`config.mk`:
```
export PLATFORM = sky130hd
export DESIGN_NAME = inst_decode_pipe
export DESIGN_NICKNAME = d
export VERILOG_FILES = /design/src/rtl/inst_decode_pipe.sv
export SDC_FILE = /design/constraint.sdc
export NUM_CORES = 1
export LEC_CHECK = 0
export ABC_CLOCK_PERIOD_IN_PS = 5000
export BUFFER_PORTS_ARGS = -buffer_cell sky130_fd_sc_hd__buf_2
export CAP_MARGIN = 40
export CORE_ASPECT_RATIO = 0.5
export CORE_MARGIN = 2
export CORE_UTILIZATION = 44
export DETAILED_ROUTE_END_ITERATION = 12
export PLACE_DENSITY = 0.68
export SYNTH_ARGS = -nofsm -noshare
export SYNTH_HDL_FRONTEND = slang
export SYNTH_SLANG_ARGS = --single-unit
```
`constraint.sdc`:
```
create_clock -name CLK -period 5 [get_ports CLK]
set_clock_uncertainty 0.15 [all_clocks]
set_input_delay 0.5 -clock CLK [delete_from_list [all_inputs] [get_ports CLK]]
set_output_delay 0.5 -clock CLK [all_outputs]
set_load 0.01 [all_outputs]
```
`src/rtl/inst_decode_pipe.sv`:
```
// Decode stage between fetch and execute.
// Fetched instructions queue in a small FIFO, sit in a single decode slot
// for LATENCY edges, then land in the output registers where the fields are
// split positionally. Both sides use valid/ready; flush empties everything
// but keeps the last presented fields on the output pins.
module inst_decode_pipe #(
  parameter int INST_MEM_WIDTH = 2,
  parameter int LATENCY        = 2,
  parameter int DEPTH          = 4
) (
  input  logic                      CLK,
  input  logic                      reset,
  input  logic                      flush,
  input  logic                      inst_enable,
  output logic                      in_ready,
  input  logic [31:0]               inst,
  input  logic                      distinct,
  input  logic [INST_MEM_WIDTH-1:0] pc,
  input  logic [INST_MEM_WIDTH-1:0] pc1,
  output logic                      out_valid,
  input  logic                      out_ready,
  output logic                      distinct_next,
  output logic [INST_MEM_WIDTH-1:0] pc_next,
  output logic [INST_MEM_WIDTH-1:0] pc1_next,
  output logic [5:0]                opcode,
  output logic [4:0]                rs,
  output logic [4:0]                rt,
  output logic [4:0]                rd,
  output logic [4:0]                sa,
  output logic [5:0]                funct,
  output logic [15:0]               immediate,
  output logic [25:0]               inst_index,
  output logic [$clog2(DEPTH):0]    count
);

  localparam int PTR_W   = $clog2(DEPTH);
  localparam int CNT_W   = PTR_W + 1;
  // Entry layout: {distinct, pc1, pc, inst}
  localparam int ENTRY_W = 32 + 2 * INST_MEM_WIDTH + 1;
  localparam int PC_LSB  = 32;
  localparam int PC1_LSB = 32 + INST_MEM_WIDTH;
  localparam logic [3:0] LOAD_CNT = 4'(LATENCY - 1);

  // FIFO storage and bookkeeping
  logic [ENTRY_W-1:0] fifo_mem [DEPTH];
  logic [PTR_W-1:0]   wr_ptr_reg;
  logic [PTR_W-1:0]   rd_ptr_reg;
  logic [CNT_W-1:0]   count_reg;

  // Decode slot
  logic               slot_valid_reg;
  logic [3:0]         slot_cnt_reg;
  logic [ENTRY_W-1:0] slot_data_reg;

  // Output registers
  logic                      out_valid_reg;
  logic [31:0]               out_inst_reg;
  logic [INST_MEM_WIDTH-1:0] out_pc_reg;
  logic [INST_MEM_WIDTH-1:0] out_pc1_reg;
  logic                      out_distinct_reg;

  // Handshake / steering decisions for the coming edge
  logic               fifo_empty;
  logic               fifo_has_room;
  logic               out_free;
  logic               slot_complete;
  logic               slot_avail;
  logic               accept;
  logic               bypass;
  logic               push;
  logic               pop;
  logic [ENTRY_W-1:0] in_entry;
  logic [ENTRY_W-1:0] fifo_head;

  assign in_entry      = {distinct, pc1, pc, inst};
  assign fifo_head     = fifo_mem[rd_ptr_reg];
  assign fifo_empty    = (count_reg == '0);
  // A pop on a full edge does not open the door early: room is judged on
  // the registered occupancy only.
  assign fifo_has_room = (count_reg < CNT_W'(DEPTH));
  assign out_free      = !out_valid_reg || out_ready;
  assign slot_complete = slot_valid_reg && (slot_cnt_reg == 4'd0) && out_free;
  assign slot_avail    = !slot_valid_reg || slot_complete;
  // Flush drops a concurrent accept; nothing moves through the pipe.
  assign accept        = inst_enable && fifo_has_room && !flush;
  // An empty FIFO with a free slot lets the word skip the queue entirely.
  assign bypass        = accept && fifo_empty && slot_avail;
  assign push          = accept && !bypass;
  assign pop           = !flush && !fifo_empty && slot_avail;

  // FIFO pointers and occupancy; pointers wrap naturally (DEPTH is 2^n)
  always_ff @(posedge CLK or posedge reset) begin
    if (reset) begin
      wr_ptr_reg <= '0;
      rd_ptr_reg <= '0;
      count_reg  <= '0;
    end else if (flush) begin
      wr_ptr_reg <= '0;
      rd_ptr_reg <= '0;
      count_reg  <= '0;
    end else begin
      if (push) wr_ptr_reg <= wr_ptr_reg + PTR_W'(1);
      if (pop)  rd_ptr_reg <= rd_ptr_reg + PTR_W'(1);
      case ({push, pop})
        2'b10:   count_reg <= count_reg + CNT_W'(1);
        2'b01:   count_reg <= count_reg - CNT_W'(1);
        default: count_reg <= count_reg;
      endcase
    end
  end

  // FIFO storage write; contents need no reset since occupancy gates reads
  always_ff @(posedge CLK) begin
    if (push) fifo_mem[wr_ptr_reg] <= in_entry;
  end

  // Decode slot: load from FIFO head or bypass, then count down to zero
  always_ff @(posedge CLK or posedge reset) begin
    if (reset) begin
      slot_valid_reg <= 1'b0;
      slot_cnt_reg   <= 4'd0;
      slot_data_reg  <= '0;
    end else if (flush) begin
      slot_valid_reg <= 1'b0;
      slot_cnt_reg   <= 4'd0;
    end else if (pop) begin
      slot_valid_reg <= 1'b1;
      slot_cnt_reg   <= LOAD_CNT;
      slot_data_reg  <= fifo_head;
    end else if (bypass) begin
      slot_valid_reg <= 1'b1;
      slot_cnt_reg   <= LOAD_CNT;
      slot_data_reg  <= in_entry;
    end else if (slot_complete) begin
      slot_valid_reg <= 1'b0;
    end else if (slot_valid_reg && (slot_cnt_reg != 4'd0)) begin
      slot_cnt_reg   <= slot_cnt_reg - 4'd1;
    end
  end

  // Output registers: load on completion, drop valid after a transfer;
  // field contents are held (not cleared) while out_valid is low
  always_ff @(posedge CLK or posedge reset) begin
    if (reset) begin
      out_valid_reg    <= 1'b0;
      out_inst_reg     <= '0;
      out_pc_reg       <= '0;
      out_pc1_reg      <= '0;
      out_distinct_reg <= 1'b0;
    end else if (flush) begin
      out_valid_reg    <= 1'b0;
    end else if (slot_complete) begin
      out_valid_reg    <= 1'b1;
      out_inst_reg     <= slot_data_reg[31:0];
      out_pc_reg       <= slot_data_reg[PC_LSB +: INST_MEM_WIDTH];
      out_pc1_reg      <= slot_data_reg[PC1_LSB +: INST_MEM_WIDTH];
      out_distinct_reg <= slot_data_reg[ENTRY_W-1];
    end else if (out_ready) begin
      out_valid_reg    <= 1'b0;
    end
  end

  // Positional field split; rd/sa/funct overlap immediate by design
  assign opcode        = out_inst_reg[31:26];
  assign rs            = out_inst_reg[25:21];
  assign rt            = out_inst_reg[20:16];
  assign rd            = out_inst_reg[15:11];
  assign sa            = out_inst_reg[10:6];
  assign funct         = out_inst_reg[5:0];
  assign immediate     = out_inst_reg[15:0];
  assign inst_index    = out_inst_reg[25:0];
  assign pc_next       = out_pc_reg;
  assign pc1_next      = out_pc1_reg;
  assign distinct_next = out_distinct_reg;
  assign out_valid     = out_valid_reg;
  assign in_ready      = fifo_has_room;
  assign count         = count_reg;

endmodule

```
==> impl_metrics.ini, run 1 <==
[clock_tree]
path_clk_slew_ns = 0.06
postCtsResizedCells = 0
clock-sinks = 235
hold_buffers = 1
clock_latency_ns = 0.50
clk_path_buf_depth = 3
post_cts_buffers = 0
cts_made_buffers = 23
cts_root_buf = clkbuf_16
h-tree-depth = 1
cts_tree = done

[synth]
ys_warn_count = 0
syn_area_per_cell_um2 = 17.88
synth_top_area_share_pct = 46.19
yosys-top-cells-area = edfxtp_1, dfrtp_1, mux4_2, mux2_2, o221a_1
ys_seq_area_share_pct = 68.82
synthArstFlopShare_pct = 37.02
synth_fp_nets = 586
syn-cell-area_um2 = 9622
ys.flop_type = edfxtp_1
ys_types = 49
synth_top_area_cell = edfxtp_1
synth_edf_count = 148
synth_cells = 538
ys_ff_latch = 235

[floorplanning]
die_w_um = 213.1
start_util_pct = 44.67
die_y_um = 108.6
ioPinCount = 126
row_count = 38
core-area_um2 = 21540
die-area_um2 = 23140

[global_route]
grt_pass1_wl_um = 29070
track_usage_pct = 16.39
first_global_vias = 5111
antenna_found_initial = 0
grt_max_degree = 57
gr-total-overflow = 0

[final_layout]
largest_reg_flops = 148
fillers = 1754
num_antenna_cells = 0
multi_input_area_um2 = 2489
final_net_count = 677
fin_cells = 945
register_area_um2 = 6626
fin_area_um2 = 11070
syn_to_final_growth_pct = 15.10
drive_gt1_share_pct = 41.71

[timing]
finalCritPeriodShare_pct = 59.35
tns_ns = 0
hold_viol = 0
fin_crit_ns = 2.967
drv_slew = 0
setup_violations = 0
worst_pin_slew_ns = 0.7862
max-slew-margin-rel_pct = 47.58
fmax_mhz = 337.0
rsz0062_at_grt = no

[placement]
port_buffers = 125
gp_congestion = 0.7727
post-dp-hpwl_um = 11320
dp.cells = 903
placedInstanceArea_um2 = 10330

[power]
powerDensity_nw_per_um2 = 479.4
power.total_mw = 5.309
peakVddDrop_mv = 0.2244
p_leak_nw = 3.909

[setup_path]
crit_arrival_ns = 3.19
crit_fanout = 29
cp.required_ns = 5.22
crit_type = reg2reg
endpoint_kind = register
r2r_slack_ns = 2.03
rr_worst_depth = 7
cp-start-kind = register

[routing]
wl_per_cell_um = 19.68
drtIter0Drc = 300
ant_nets = 0
drtPass1Iterations = 5
wl_um = 18600
drc = 0
via_per_inst = 5.370
via_count = 5075

[worst_hold_path]
min_path_cells = 1
hold_path.class = in2reg

[outcome]
status = complete, no violations

[job]
maxCapViolCount = 0
-- Yosys cell counts, types with 2 or more instances --
master and number:
buf_4 42, nor3_1 5, inv_1 9, nor2b_1 3, nand2_1 5, ha_1 5, dfrtp_1 87, nor3_4 2
clkbuf_1 11, buf_2 11, nand2b_1 3, mux2_2 38, buf_6 7, o221a_2 7, o21ai_0 2, xnor2_1 2
a21oi_1 9, o221a_1 30, edfxtp_1 148, or3_1 38, mux4_2 37, and2_1 5, nor2_1 6
-- final cells by class --
class	count	area share, %
Clock buffer	33	5.988
Clock inverter	8	0.6666
Inverter	9	0.3276
Multi-Input combinational cell	223	22.47
Sequential cell	235	59.83
Tap cell	300	3.389
Timing Repair Buffer	137	7.321
-- power by group --
group / switching [mW] / internal [mW] / total (mW)
Clock: 0.704 / 0.975 / 1.68
Sequential: 0.226 / 2.36 / 2.58
Combinational: 0.506 / 0.541 / 1.05
Total: 1.44 / 3.87 / 5.31
-- worst max-delay path, cell delays in order, from the launching register on --
cell,delay [ns]
dfrtp_1,0.39
inv_1,0.08
ha_1,0.20
nor3b_2,0.42
nand2_1,0.20
nor3_4,0.47
buf_4,0.51
mux2_2,0.40
-- path summary, 6_finish.rpt --
check,from,end
min,distinct,fifo_mem[3][36]$_DFFE_PP_
min reg2reg,out_inst_reg[26]$_DFFE_PP0P_,out_inst_reg[26]$_DFFE_PP0P_
max,slot_cnt_reg[0]$_DFFE_PP0P_,out_inst_reg[0]$_DFFE_PP0P_
max in group asynchronous,reset,out_inst_reg[27]$_DFFE_PP0P_
min in group asynchronous,reset,out_inst_reg[20]$_DFFE_PP0P_
max reg2reg,slot_cnt_reg[0]$_DFFE_PP0P_,out_inst_reg[0]$_DFFE_PP0P_
-- metrics by stage --
stage          worst slack (ns)  hold WS [ns]  util, %
2_1_floorplan             2.100        0.3151        -
3_3_place_gp              1.965        0.3364    47.31
3_5_place_dp              2.045        0.3441    47.95
4_1_cts                   2.035       0.07764    51.42
5_1_grt                   1.795       0.07893    51.42
6_report                  2.033       0.08898    51.42
-- routing by layer --
metal / share of wire (%) / global-route usage, %
met1: 45 / 23.03
met2: 49 / 27.32
met3: 4.3 / 2.875
met4: 1.3 / 3.175
met5: 0 / 0
-- cell usage in the layout, fill, tap and decap left out, drive strengths merged, types with 2 or more instances in the layout --
cell / synthesis / routed
clkinvlp: 0 / 2
xnor2: 2 / 2
inv: 9 / 9
or3: 38 / 38
ha: 5 / 5
nor3: 7 / 7
mux2: 39 / 39
mux4: 37 / 37
edfxtp: 148 / 148
clkinv: 0 / 5
nand2: 5 / 5
a21oi: 10 / 10
nor2b: 3 / 3
nand2b: 3 / 3
nor2: 6 / 6
buf: 60 / 136
o221a: 37 / 37
and2: 5 / 5
dfrtp: 87 / 87
a211oi: 2 / 2
o21ai: 3 / 3
clkbuf: 11 / 33
-- cells by family (layout without fill, tap and decap cells) --
| group | after synthesis | in the layout | share of synthesized area, % |
|---|---|---|---|
| DFF | 235 | 235 | 68.82 |
| buffers and inverters | 80 | 187 | 5.449 |
| muxes | 77 | 77 | 13.33 |
| and+or+nand+nor | 75 | 75 | 5.033 |
| AOI/OAI and AO/OA | 62 | 62 | 6.242 |
| adders and majority gates | 6 | 6 | 0.8583 |
| xor gates and xnor gates | 3 | 3 | 0.2731 |
Note: power is estimated with default switching activity, not from simulation.
==> run 2, diff against run 1 <==
--- a/config.mk
+++ b/config.mk
@@ -5,14 +5,14 @@
 export SDC_FILE = /design/constraint.sdc
 export NUM_CORES = 1
 export LEC_CHECK = 0
-export ABC_CLOCK_PERIOD_IN_PS = 5000
+export ABC_CLOCK_PERIOD_IN_PS = 2700
 export BUFFER_PORTS_ARGS = -buffer_cell sky130_fd_sc_hd__buf_2
 export CAP_MARGIN = 40
 export CORE_ASPECT_RATIO = 0.5
 export CORE_MARGIN = 2
 export CORE_UTILIZATION = 44
 export DETAILED_ROUTE_END_ITERATION = 12
-export PLACE_DENSITY = 0.68
+export PLACE_DENSITY = 0.7
 export SYNTH_ARGS = -nofsm -noshare
 export SYNTH_HDL_FRONTEND = slang
 export SYNTH_SLANG_ARGS = --single-unit
==> constraint.sdc (replaced) <==
create_clock -name CLK -period 2.7 [get_ports CLK]
set_clock_uncertainty 0.15 [all_clocks]
set_input_delay 0.27 -clock CLK [delete_from_list [all_inputs] [get_ports CLK]]
set_output_delay 0.27 -clock CLK [all_outputs]
set_load 0.01 [all_outputs]
==> impl_metrics.ini, run 2 (same netlist as run 1, synthesis figures left out) <==
[final_layout]
final_net_count = 728
largest_reg_flops = 148
register_area_um2 = 6624
layout_common_cells = edfxtp_1, buf_2, dfrtp_1
drive_gt1_share_pct = 39.80
multi_input_area_um2 = 2501
fin_area_um2 = 11570
final_common_cell = edfxtp_1
syn_to_final_growth_pct = 20.29
fillers = 1733
num_antenna_cells = 0

[setup_path]
rr_worst_depth = 8
crit_type = reg2reg
cp-start-kind = register
crit_fanout = 5
reg2reg_from = slot_cnt_reg[0]$_DFFE_PP0P_
cp.required_ns = 2.93
crit_arrival_ns = 2.81
endpoint_kind = register
reg2reg_to = count[1]$_DFFE_PP0P_
r2r_slack_ns = 0.12

[global_route]
first_global_vias = 5395
antenna_found_initial = 0
track_usage_pct = 16.91
grt_pass1_wl_um = 29890
gr-total-overflow = 0
grt_max_degree = 56

[outcome]
status = complete, no violations

[routing]
drtIter0Drc = 374
drtPass1Iterations = 4
via_per_inst = 5.280
via_count = 5259
wl_per_cell_um = 19.19
ant_nets = 0
drc = 0
wl_um = 19110

[placement]
gp_congestion = 0.7567
post-dp-hpwl_um = 11610
placedInstanceArea_um2 = 10450
port_buffers = 125
pre_cts_slack_ns = 0.1395

[timing]
tns_ns = 0
hold_viol = 0
setup_violations = 0
max-slew-margin-rel_pct = 49.30
finalCritPeriodShare_pct = 95.69
fin_ws_ns = 0.1165
drv_slew = 0
worst_pin_slew_ns = 0.7605
hold_slack_ns = 0.06585
fin_crit_ns = 2.584
fmax_mhz = 387.1

[worst_hold_path]
holdPathEnd = out_valid$_DFFE_PP0P_
hold_path.class = in2reg
hold_start = out_ready
min_path_cells = 3

[floorplanning]
ioPinCount = 126
start_util_pct = 44.67
die_w_um = 213.1
row_count = 38
die-area_um2 = 23140
die_y_um = 108.6
core-area_um2 = 21540

[clock_tree]
cts_root_buf = clkbuf_16
cts_made_buffers = 22
cts_tree = done
clk_path_buf_depth = 3
clock_latency_ns = 0.50
clock-sinks = 235
h-tree-depth = 1
path_clk_slew_ns = 0.06

[power]
p_leak_nw = 4.129
powerDensity_nw_per_um2 = 854.7
peakVddDrop_mv = 0.4158

[job]
maxCapViolCount = 0
run 2: changes by cell type in the layout (fill, tap and decap cells not counted), moves of 2 or more:
cell,change
clkbuf_8,-2
clkinv_2,-4
buf_16,-3
clkbuf_1,+3
clkinv_1,+3
buf_12,+7
dlygate4sd3_1,+38
buf_4,+11
run 2: final cells by class:
class                   instances  area share, %
well taps                     300          3.243
repair buffers                189          11.37
inverters                       9         0.3135
clock inverters                 5         0.4216
multi-input cells             223          21.61
clock buffers                  35          5.805
flip-flops and latches        235          57.23
run 2: how the worst max path moves through the flow:
stage | from | to | slack [ns]
after floorplan | reset | count[0]$_DFFE_PP0P_ | 0.03
after global placement | slot_cnt_reg[0]$_DFFE_PP0P_ | count[2]$_DFFE_PP0P_ | 0.25
after detailed placement | slot_cnt_reg[0]$_DFFE_PP0P_ | count[2]$_DFFE_PP0P_ | 0.14
after CTS | slot_cnt_reg[0]$_DFFE_PP0P_ | count[2]$_DFFE_PP0P_ | 0.08
after global routing | slot_cnt_reg[0]$_DFFE_PP0P_ | count[1]$_DFFE_PP0P_ | -0.008
final | slot_cnt_reg[0]$_DFFE_PP0P_ | count[1]$_DFFE_PP0P_ | 0.12
run 2: critical path: stages (launching register included):
cell and delay [ns]:
dfrtp_1 0.40, inv_1 0.08, ha_1 0.20, or3b_1 0.41, o21ai_4 0.17, a211oi_4 0.09
nor3_1 0.26, fa_1 0.48, a32o_1 0.23
run 2: per-layer routing:
metal	up-vias	part of all wire, %	GRT usage (%)
li1	2356	-	-
met1	2755	43	22.64
met5	-	0	0
met3	19	5.2	2.963
met2	129	51	29.34
met4	0	1.1	3.621
run 2: report_power, final:
group | switching [mW] | total, mW | internal, mW
Clock | 1.25 | 3.05 | 1.80
Sequential | 0.357 | 4.72 | 4.36
Combinational | 1.04 | 2.12 | 1.08
Total | 2.65 | 9.89 | 7.25
run 2: timing repair:
item,4_1_cts,5_1_grt
buffers inserted,0,0
hold buffers,39,0
endpoints found under the setup margin,0,2
endpoints found under the hold margin,239,0
resized for setup,0,2
run 2: stage by stage:
stage	std cells	total power, mW	util [%]
CTS	996	10.01	53.68
global placement	917	6.826	48.52
global route	996	10.39	53.74
detailed placement	917	6.886	48.52
floorplan	538	6.351	-
finish	996	9.892	53.74
